--- config.mk ---
export PLATFORM = sky130hd
export DESIGN_NAME = mips32_mem_dump
export DESIGN_NICKNAME = d
export VERILOG_FILES = /design/src/rtl/mips32_pkg.sv /design/src/rtl/mips32_word_serializer.sv /design/src/rtl/mips32_mem_dump.sv
export SDC_FILE = /design/constraint.sdc
export NUM_CORES = 1
export LEC_CHECK = 0
export CORE_MARGIN = 8
export CORE_UTILIZATION = 53
export CTS_CLUSTER_SIZE = 12
export DETAILED_ROUTE_END_ITERATION = 10
export GPL_ROUTABILITY_DRIVEN = 0
export PLACE_DENSITY = 0.92
export SETUP_SLACK_MARGIN = 0.15
export SLEW_MARGIN = 30
export SYNTH_ARGS = -nofsm -noshare
export SYNTH_HDL_FRONTEND = slang
export SYNTH_SLANG_ARGS = --single-unit
--- constraint.sdc ---
create_clock -name clk1 -period 4.61 [get_ports clk1]
set_input_delay 1.1525 -clock clk1 [delete_from_list [all_inputs] [get_ports clk1]]
set_output_delay 1.1525 -clock clk1 [all_outputs]
set_load 0.005 [all_outputs]
--- src/rtl/mips32_pkg.sv ---
// Shared constants for the memory dump engine.
//   DEF_ADDR_W / DEF_DATA_W : default word-address and data widths.
//   ST_* : FSM state encodings used by mips32_mem_dump.
package mips32_pkg;

    localparam int DEF_ADDR_W = 10;
    localparam int DEF_DATA_W = 32;

    localparam int STATE_W = 3;

    localparam logic [STATE_W-1:0] ST_IDLE = 3'd0;
    localparam logic [STATE_W-1:0] ST_READ = 3'd1;
    localparam logic [STATE_W-1:0] ST_WAIT = 3'd2;
    localparam logic [STATE_W-1:0] ST_SEND = 3'd3;
    localparam logic [STATE_W-1:0] ST_DONE = 3'd4;

endpackage

--- src/rtl/mips32_word_serializer.sv ---
// Holds one 32-bit word and presents it as four bytes, MSB first.
//   clk_i, rst_i : clock and asynchronous active-high reset
//   load_i       : capture word_i and restart at byte 0
//   word_i       : word to serialize
//   shift_i      : current byte accepted; advance to the next one
//   byte_o       : byte currently presented (bits [31:24] of the register)
//   byte_idx_o   : index 0..3 of the byte currently presented
module mips32_word_serializer
    import mips32_pkg::*;
(
    input  logic                  clk_i,
    input  logic                  rst_i,
    input  logic                  load_i,
    input  logic [DEF_DATA_W-1:0] word_i,
    input  logic                  shift_i,
    output logic [7:0]            byte_o,
    output logic [1:0]            byte_idx_o
);

    logic [DEF_DATA_W-1:0] shreg_q, shreg_d;
    logic [1:0]            idx_q, idx_d;

    always_comb begin
        shreg_d = shreg_q;
        idx_d   = idx_q;
        if (load_i) begin
            shreg_d = word_i;
            idx_d   = 2'd0;
        end else if (shift_i) begin
            shreg_d = {shreg_q[23:0], 8'h00};
            idx_d   = idx_q + 2'd1;
        end
    end

    always_ff @(posedge clk_i or posedge rst_i) begin
        if (rst_i) begin
            shreg_q <= '0;
            idx_q   <= 2'd0;
        end else begin
            shreg_q <= shreg_d;
            idx_q   <= idx_d;
        end
    end

    assign byte_o     = shreg_q[31:24];
    assign byte_idx_o = idx_q;

endmodule

--- src/rtl/mips32_mem_dump.sv ---
// Streams a block of core-memory words out as a byte stream, MSB first.
//   clk1, rst                : clock and asynchronous active-high reset
//   start, base_addr,
//   word_count               : dump request, sampled only while idle
//   busy, done               : not-idle flag and one-cycle completion pulse
//   mem_rd_en, mem_addr,
//   mem_rd_data              : core memory read port (data one cycle after strobe)
//   tx_valid, tx_ready,
//   tx_data, tx_last         : byte stream with valid/ready handshake
//
// state | meaning
// IDLE  | waiting for start
// READ  | read strobe for the current word address
// WAIT  | read data arrives; load it into the serializer
// SEND  | present four bytes, one per handshake
// DONE  | one-cycle done pulse
module mips32_mem_dump
    import mips32_pkg::*;
#(
    parameter int ADDR_W = DEF_ADDR_W,
    parameter int DATA_W = DEF_DATA_W
) (
    input  logic              clk1,
    input  logic              rst,
    input  logic              start,
    input  logic [ADDR_W-1:0] base_addr,
    input  logic [ADDR_W:0]   word_count,
    output logic              busy,
    output logic              done,
    output logic              mem_rd_en,
    output logic [ADDR_W-1:0] mem_addr,
    input  logic [DATA_W-1:0] mem_rd_data,
    output logic              tx_valid,
    input  logic              tx_ready,
    output logic [7:0]        tx_data,
    output logic              tx_last
);

    localparam logic [ADDR_W:0] ONE_WORD = {{ADDR_W{1'b0}}, 1'b1};

    logic [STATE_W-1:0] state_q, state_d;
    logic [ADDR_W-1:0]  addr_q, addr_d;
    logic [ADDR_W:0]    remain_q, remain_d;

    logic       ser_load;
    logic       ser_shift;
    logic [7:0] ser_byte;
    logic [1:0] ser_idx;
    logic       last_word;
    logic       last_byte;

    // remain_q counts the current word too, so 1 means this is the final word
    assign last_word = (remain_q == ONE_WORD);
    assign last_byte = (ser_idx == 2'd3);

    always_comb begin
        state_d  = state_q;
        addr_d   = addr_q;
        remain_d = remain_q;
        case (state_q)
            ST_IDLE: begin
                if (start) begin
                    addr_d   = base_addr;
                    remain_d = word_count;
                    state_d  = (word_count == '0) ? ST_DONE : ST_READ;
                end
            end
            ST_READ: state_d = ST_WAIT;
            ST_WAIT: state_d = ST_SEND;
            ST_SEND: begin
                if (tx_ready && last_byte) begin
                    if (last_word) begin
                        state_d = ST_DONE;
                    end else begin
                        addr_d   = addr_q + 1'b1;   // wraps naturally at 2^ADDR_W
                        remain_d = remain_q - ONE_WORD;
                        state_d  = ST_READ;
                    end
                end
            end
            ST_DONE: state_d = ST_IDLE;
            default: state_d = ST_IDLE;
        endcase
    end

    always_ff @(posedge clk1 or posedge rst) begin
        if (rst) begin
            state_q  <= ST_IDLE;
            addr_q   <= '0;
            remain_q <= '0;
        end else begin
            state_q  <= state_d;
            addr_q   <= addr_d;
            remain_q <= remain_d;
        end
    end

    assign ser_load  = (state_q == ST_WAIT);
    assign ser_shift = (state_q == ST_SEND) && tx_ready;

    mips32_word_serializer u_ser (
        .clk_i      (clk1),
        .rst_i      (rst),
        .load_i     (ser_load),
        .word_i     (mem_rd_data),
        .shift_i    (ser_shift),
        .byte_o     (ser_byte),
        .byte_idx_o (ser_idx)
    );

    // Outputs decode directly from reset-cleared registers so reset takes effect at once
    assign busy      = (state_q != ST_IDLE);
    assign done      = (state_q == ST_DONE);
    assign mem_rd_en = (state_q == ST_READ);
    assign mem_addr  = addr_q;
    assign tx_valid  = (state_q == ST_SEND);
    assign tx_data   = tx_valid ? ser_byte : 8'h00;
    assign tx_last   = tx_valid && last_byte && last_word;

endmodule

==> metrics.md <==
| Metric | Value |
|---|---|
| Fraction of synthesized cell area in xor and xnor cells | `0` |
| Max VDD drop | `0.317 mV` |
| Core region area | `5820 um2` |
| Async SR Flop Fraction | `1.00` |
| Mapped Nets | `423` |
| Port bufs | `roughly 80` |
| Vias in the first global route | `3061` |
| Area leader, netlist | `dfrtp_1` |
| Antenna violations before repair | `0` |
| Total number of vias | `approximately 3100` |
| Initial Utilization | `0.539` |
| CTS root buffer | `clkbuf_8` |
| Worst-Skew Late Latency | `0.34 ns` |
| TritonRoute pass-1 iters | `6` |
| Syn Inst Count | `362` |
| Combinational family with the most area after synthesis | `simple AND/OR/NAND/NOR gates` |
| Most common cell after layout, fill and taps aside | `clkdlybuf4s50_1` |
| Number of setup buffers added after CTS | `0` |
| Width of the die | `92.9 um` |
| CTS Hold Bufs | `0` |
| Worst slew pin tran | `0.715 ns` |
| R2r startpoint | `remain_q[1]` |
| Area delta synth->final | `33.5%` |
| Setup tns final | `0 ns` |
| Outcome | `complete, no violations` |
| Share of the synthesized area in the top cell type | `0.463` |
| Simple-gate share of the synthesized area | `0.280` |
| Wire per inst | `17.0 um` |
| Initial drt markers | `246` |
| Fmax | `~0.26 GHz` |
| Worst path arrival time | `2.64 ns` |
| Hold path start | `u_ser.shreg_q[18]` |
| Syn avg cell area | `8.65 um2` |
| GRT overflow | `0` |
| CTS Sinks | `58` |
| # setup viols final | `0` |
| Max Root-Sink Buffers | `2` |
| Vias per cell | `6.08` |
| Nets | `approximately 500` |
| Bufs and invs on worst path | `3` |
| PwrDens | `655 nW/um2` |
| I/O pins | `80` |
| CTS H-tree lvls | `3` |
| Diodes inserted | `0` |
| Max Cap Viol | `0` |
| Num rows | `28` |
| Die Ht | `92.9 um` |
| Reg clk slew, reported paths | `0.07 ns` |
| CP max-delay cell | `inv_1` |
| EDFF count, synth | `0` |
| Mux cell area share after synthesis | `0.00679` |
| Fraction of the yosys area taken by sequential cells | `0.463` |
| Period utilization | `0.824` |
| Slew Viols, Final | `0` |
| Setup Skew | `0.0106 ns` |
| Slew HR | `0.523` |
| Die area | `~8600 um2` |
| Antenna Violating Nets Remaining | `0` |
| Crit Path Class | `reg -> out` |
| Total GRT Usage | `0.208` |
| Adder-Cell Fraction of Synth Area | `0.0160` |
| CTS tree | `built` |
| Ordered cell list for the critical path | `nand3b_1, buf_4, inv_1, and2_1, clkdlybuf4s50_1` |
| Ys Warns | `0` |
| Largest net degree at the start of global routing | `50` |
| CP startpoint | `state_q[2]` |
| Count of state elements after synthesis | `58` |
| Synth Flop Type | `dfrtp_1` |
| Leakage | `1.78 nW` |
| Top post-synthesis cells by area | `dfrtp_1 (46%), nand2_1 (8.1%), nor2_1 (4.4%), a2bb2oi_1 (3.6%), a31oi_1 (3.0%)` |
| Tightest Hold Check Type | `reg -> reg` |
| Slowest Stage Delay on Critical Path | `0.56 ns` |
| Gate family responsible for the most delay along the worst path | `buffers and inverters` |
| Setup crit end kind | `primary output` |
| Unrepaired setup endpoints after global routing | `no` |
| Dpl hpwl | `5.99 mm` |
| Count of distinct cell types in the synthesized netlist | `47` |
| TritonCTS Buffers | `9` |
| Crit start category | `flop` |
| Final Hold Vio Count | `0` |
| Drc violations | `0` |
| Min Clock Period, post-route | `around 3.8 ns` |
| Worst Path Max Fanout | `25` |
| Fin util | `0.719` |
| Layout cell share with drive strength beyond 1 | `0.0705` |
| Post-CTS Resized | `0` |
| First-pass GRT wire length | `14.6 mm` |
| Most frequent cells in the layout | `clkdlybuf4s50_1 (79), nand2_1 (68), dfrtp_1 (58)` |
| Synthesized area | `3130 um2` |
| Post-synthesis compound-gate area fraction | `0.187` |
| Drt total wl | `slightly below 9 mm` |
| Critical Path RT | `3.46 ns` |
per-layer routing:
| metal | wire (um) | GRT usage | vias up | share of wire |
|---|---|---|---|---|
| met2 | 4090 | 0.333 | 193 | 0.47 |
| met5 | 0 | 0 | - | 0 |
| met1 | 3530 | 0.255 | 1447 | 0.40 |
| li1 | - | - | 1463 | - |
| met4 | 219 | 0.0913 | 0 | 0.025 |
| met3 | 898 | 0.0583 | 28 | 0.10 |
cell families after synthesis:
group                    Yosys count
AO/OA/AOI/OAI                     87
flip-flops                        58
adder cells (fa/ha/maj)            4
AND/OR/NAND/NOR                  181
buffers and inverters             30
multiplexers                       2
report_power, final:
group	switching, W	total [W]	internal [W]
combinational	0.000669	0.00126	0.000590
sequential	0.000219	0.000963	0.000744
clock	0.000198	0.000519	0.000321
path summary, 6_finish.rpt:
path / cells after the start / endpoint / slack [ns]
min reg2reg: 2 / u_ser.shreg_q[18] / 0.48
min: 2 / u_ser.shreg_q[18] / 0.48
max reg2reg: 8 / remain_q[2] / 2.06
max in group asynchronous: 3 / u_ser.shreg_q[3] / 2.78
min in group asynchronous: 2 / mem_addr[3] / 1.24
max: 5 / tx_data[7] / 0.81
cell type report:
class / count / area, um2
Clock buffer: 14 / 193
Clock inverter: 1 / 30.0
Fill cell: 453 / 1630
Inverter: 6 / 25.0
Multi-Input combinational cell: 274 / 1540
Sequential cell: 58 / 1450
Tap cell: 75 / 93.8
Timing Repair Buffer: 87 / 851
synth_stat cells, types with 2 or more instances:
| master | count |
|---|---|
| a211oi_1 | 3 |
| nand2_1 | 68 |
| and2_1 | 11 |
| o31ai_1 | 3 |
| buf_4 | 3 |
| nor3_1 | 16 |
| and3_1 | 5 |
| inv_1 | 6 |
| o21ai_0 | 14 |
| buf_1 | 3 |
| o22ai_1 | 13 |
| nor2_1 | 37 |
| a31oi_1 | 15 |
| clkbuf_1 | 16 |
| a2bb2oi_1 | 13 |
| nor2b_1 | 2 |
| a22oi_1 | 9 |
| ha_1 | 4 |
| nor3b_1 | 2 |
| dfrtp_1 | 58 |
| nand3_1 | 16 |
| or3b_2 | 2 |
| nand4_1 | 5 |
| nor4_1 | 6 |
| or3_1 | 3 |
| a21oi_1 | 8 |
registers in the layout, summed over array words and instances, names as in the netlist:
register,cells
state_q,3
remain_q,11
u_ser.shreg_q,32
mem_addr,10
u_ser.byte_idx_o,2
stage by stage:
step,total power (W),cell area [um2],hold WS [ns],setup WS [ns],cells
finish,0.00274,4180,0.478,0.814,515
floorplan,0.00172,3130,0.446,2.03,362
CTS,0.00273,4170,0.479,0.822,514
detailed placement,0.00220,3950,0.465,1.22,499
global route,0.00294,4180,0.504,0.695,515
global placement,0.00213,3950,0.458,1.30,499
worst reg2reg max path, delay by kind of cell, from the launching register on:
kind	cells	cell delay [ns]
simple gates	3	1.07
buf+inv	3	0.64
flops	1	0.44
compound gates	1	0.18
fa+ha+maj	1	0.14
Power figures use the tool's default switching activity.
==> patch 1: new RTL, same flow settings <==
Change the package constant `STATE_W` from 3 to 6.
--- a/src/rtl/mips32_pkg.sv
+++ b/src/rtl/mips32_pkg.sv
@@ -7,5 +7,5 @@
     localparam int DEF_DATA_W = 32;
 
-    localparam int STATE_W = 3;
+    localparam int STATE_W = 6;
 
     localparam logic [STATE_W-1:0] ST_IDLE = 3'd0;
Function: no difference found for any inputs over 10 cycles, from zero or initial values and one cycle with rst high; that may be too few to reach the edited logic, so the function may still have changed.
==> patch 1 against the unedited design <==
Routed wire length decreased by 2.4%. Final area down 0.81%. Via count fell by 4.1%. Die area fell by 0.76%. Total power about the same. Sequential cell count stayed put. Setup slack worse by 0.11 ns. Critical endpoint is now tx_data[5]. Clock power is 2% higher. Area after synthesis shrank 0.92%.
==> patch 1: results (changes against the unedited design) <==
* Status: finished, final reports clean (unchanged)
* WL final at 8530 um (was 8740 um)
* Clk power at 0.000529 W (was 0.000519 W)
* Synth Area in Adders at 1.61% (was 1.60%)
* Sequential Power Share at 34.4% (was 35.1%)
* Critical path fanouts, max at 27 (was 25)
* Detailed Route Iter0 Violations at 185 (was 246)
* Wire length of the first global-routing pass at 14300 um (was 14600 um)
* Met3 routed WL at 712 um (was 898 um)
* Register area share after synthesis at 46.8% (was 46.3%)
* Leakage at 1.76 nW (was 1.78 nW)
* Crit-path max cell delay at 0.58 ns (was 0.56 ns)
* Net Count, Synth at 421 (was 423)
* Layout Skew at 0.00983 ns (was 0.0106 ns)
* Initial Utilization at 53.7% (was 53.9%)
* Synth Area in Compound Gates at 18.7% (about the same)
* Post-Syn Instances at 360 (was 362)
* Post-synthesis mux area share at 0.685% (was 0.679%)
* Met2 WL at 4110 um (was 4090 um)
* Clock power share at 19.3% (was 18.9%)
* First-pass DRT Iterations at 7 (was 6)
* WL met1 at 3570 um (was 3530 um)
* List of most frequent post-synthesis cells: 65 x nand2_1, 58 x dfrtp_1, 32 x nor2_1 (was 68 x nand2_1, 58 x dfrtp_1, 37 x nor2_1)
* Fillcell total at 452 (was 453)
* Total via count in the routed design at 3002 (was 3131)
* Pre-CTS setup slack at 1.13 ns (was 1.22 ns)
* Layout cell share with drive strength beyond 1 at 8.31% (was 7.05%)
* Slowest stage cell, crit path: dfrtp_1 (was inv_1)
* DP Cell Count at 492 (was 499)
* Avg WL per Cell at 16.8 um (was 17.0 um)
* VDD IR-drop max at 360 uV (was 317 uV)
* Largest net degree at the start of global routing at 44 (was 50)
* CP arrival at 2.75 ns (was 2.64 ns)
## patch 1: path summary, 6_finish.rpt
check	from	to	slack [ns]	depth (start not counted)
worst max-delay path	state_q[2]	tx_data[5]	0.70	5
worst min-delay path	u_ser.shreg_q[10]	u_ser.shreg_q[10]	0.48	2
worst max register to register	state_q[2]	mem_addr[9]	2.18	6
worst min register to register	u_ser.shreg_q[10]	u_ser.shreg_q[10]	0.48	2
max in group asynchronous	rst	u_ser.shreg_q[15]	2.69	3
min in group asynchronous	rst	mem_addr[3]	1.24	2
## patch 1: layout make-up
cell class                      instances  area, sq um  area share (%)
Multi-Input combinational cell        267         1520            36.5
Sequential cell                        58         1450            35.0
Timing Repair Buffer                   85          836            20.1
Clock buffer                            9          124            2.98
Clock inverter                          7          103            2.47
Tap cell                               75         93.8            2.26
Inverter                                7         27.5           0.663
## patch 1: routing by layer
layer / vias up / global-route usage [%]
li1: 1442 / -
met1: 1403 / 24.6
met2: 144 / 33.0
met3: 13 / 7.44
met4: 0 / 7.52
met5: - / 0
==> patch 2: new RTL, same flow settings <==
Made on the original files. Reset style: synchronous (`rst` and `rst_i`), changed in 2 clocked blocks. Comments in the files are not updated.
--- a/src/rtl/mips32_word_serializer.sv
+++ b/src/rtl/mips32_word_serializer.sv
@@ -33,5 +33,5 @@
     end
 
-    always_ff @(posedge clk_i or posedge rst_i) begin
+    always_ff @(posedge clk_i) begin
         if (rst_i) begin
             shreg_q <= '0;
--- a/src/rtl/mips32_mem_dump.sv
+++ b/src/rtl/mips32_mem_dump.sv
@@ -84,5 +84,5 @@
     end
 
-    always_ff @(posedge clk1 or posedge rst) begin
+    always_ff @(posedge clk1) begin
         if (rst) begin
             state_q  <= ST_IDLE;
Behaviour: differs if rst is asserted again (counterexample within 4 cycles, from zero or initial values and one cycle with rst high); with rst held inactive, the same outputs for 10 cycles.
==> patch 2 against the unedited design <==
Final area is 0.30% higher. Area after synthesis up 1.1%. Sequential share of layout area fell by 7.0 points. Worst hold slack better by 0.0096 ns. Utilization decreased by 0.22 points. Count of clock-buffer cells in the layout decreased by 3. Synthesized cell count is 12% higher. Final cell count increased by 5.8%. Setup slack better by 0.070 ns. Sequential cell count unchanged. Routed wire length up 9.3%. Register-to-register slack worse by 0.45 ns. Highest routed layer unchanged.
Power is not compared: it rests on default switching activity, and its combinational part moved more than twofold at a synthesized area within 25%.
==> patch 2: results (changes against the unedited design) <==
* WL met1 at 3880 um (was 3530 um)
* Worst Hold End: u_ser.byte_idx_o[1] (was u_ser.shreg_q[18])
* First-pass DRT Iterations at 5 (was 6)
* Setup crit end: tx_last (was tx_data[7])
* CP arrival at 2.57 ns (was 2.64 ns)
* Net Count, Synth at 465 (was 423)
* Fraction of registers with async set/reset at 0% (was 100%)
* Detailed Route Iter0 Violations at 368 (was 246)
* Crit-path max cell delay at 0.58 ns (was 0.56 ns)
* Layout cell share with drive strength beyond 1 at 7.45% (was 7.05%)
* Final Cycle Share at 80.8% (was 82.4%)
* Layout Skew at 0.00756 ns (was 0.0106 ns)
* Largest net degree at the start of global routing at 55 (was 50)
* Top delay family on crit path: simple AND/OR/NAND/NOR gates (was buffers and inverters)
* GR Util met3 at 4.65% (was 5.83%)
* Reg2reg end: remain_q[10] (was remain_q[2])
* Fillcell total at 428 (was 453)
* Critical path fanouts, max at 16 (was 25)
* Register area share after synthesis at 36.7% (was 46.3%)
* Worst r2r src: state_q[1] (was remain_q[1])
* Avg WL per Cell at 17.5 um (was 17.0 um)
* Met3 routed WL at 836 um (was 898 um)
* Slew of the pin with the lowest slew margin at 0.678 ns (was 0.715 ns)
* Slowest stage cell, crit path: clkdlybuf4s50_1 (was inv_1)
* Worst Hold Launch: u_ser.byte_idx_o[1] (was u_ser.shreg_q[18])
* Total via count in the routed design at 3498 (was 3131)
* Post-synthesis cell type count at 53 (was 47)
* Vias in the first global route at 3195 (was 3061)
* Pre-CTS setup slack at 1.39 ns (was 1.22 ns)
* Dpl hpwl at 6370 um (was 5990 um)
* Status: finished, final reports clean (unchanged)
* Met1 Use GR at 25.9% (was 25.5%)
* List of most frequent post-synthesis cells: 58 x dfxtp_1, 48 x nand2_1, 46 x nor2_1 (was 68 x nand2_1, 58 x dfrtp_1, 37 x nor2_1)
* Met2 Use GR at 33.8% (was 33.3%)
* Worst r2r path cells at 6 (was 8)
* Tot GR Track Use at 21.3% (was 20.8%)
==> patch 2: cell type report <==
class | count | area [sq um] | share of cell area (%)
multi-input cells | 304 | 1850 | 44.1
flip-flops and latches | 58 | 1160 | 27.7
repair buffers | 86 | 838 | 20.0
clock buffers | 11 | 151 | 3.61
well taps | 75 | 93.8 | 2.24
clock inverters | 4 | 75.1 | 1.79
inverters | 7 | 26.3 | 0.626
==> patch 2: logic make-up (layout without fill, tap and decap cells) <==
logic type      after synthesis  count (layout)  synth area share, %
compound gates              134             134                 29.9
simple gates                166             166                 26.6
buf+inv                      42             108                 5.22
fa+ha+maj                     4               4                 1.58
flops                        58              58                 36.7
==> patch 2: per-stage QoR <==
step | instance area [sq um] | util, % | cells | hold slack [ns]
floorplan | 3170 | - | 404 | 0.448
CTS | 4190 | 71.7 | 545 | 0.480
global route | 4200 | 71.7 | 545 | 0.508
finish | 4200 | 71.7 | 545 | 0.488
detailed placement | 3970 | 67.8 | 530 | 0.471
global placement | 3960 | 67.7 | 530 | 0.455
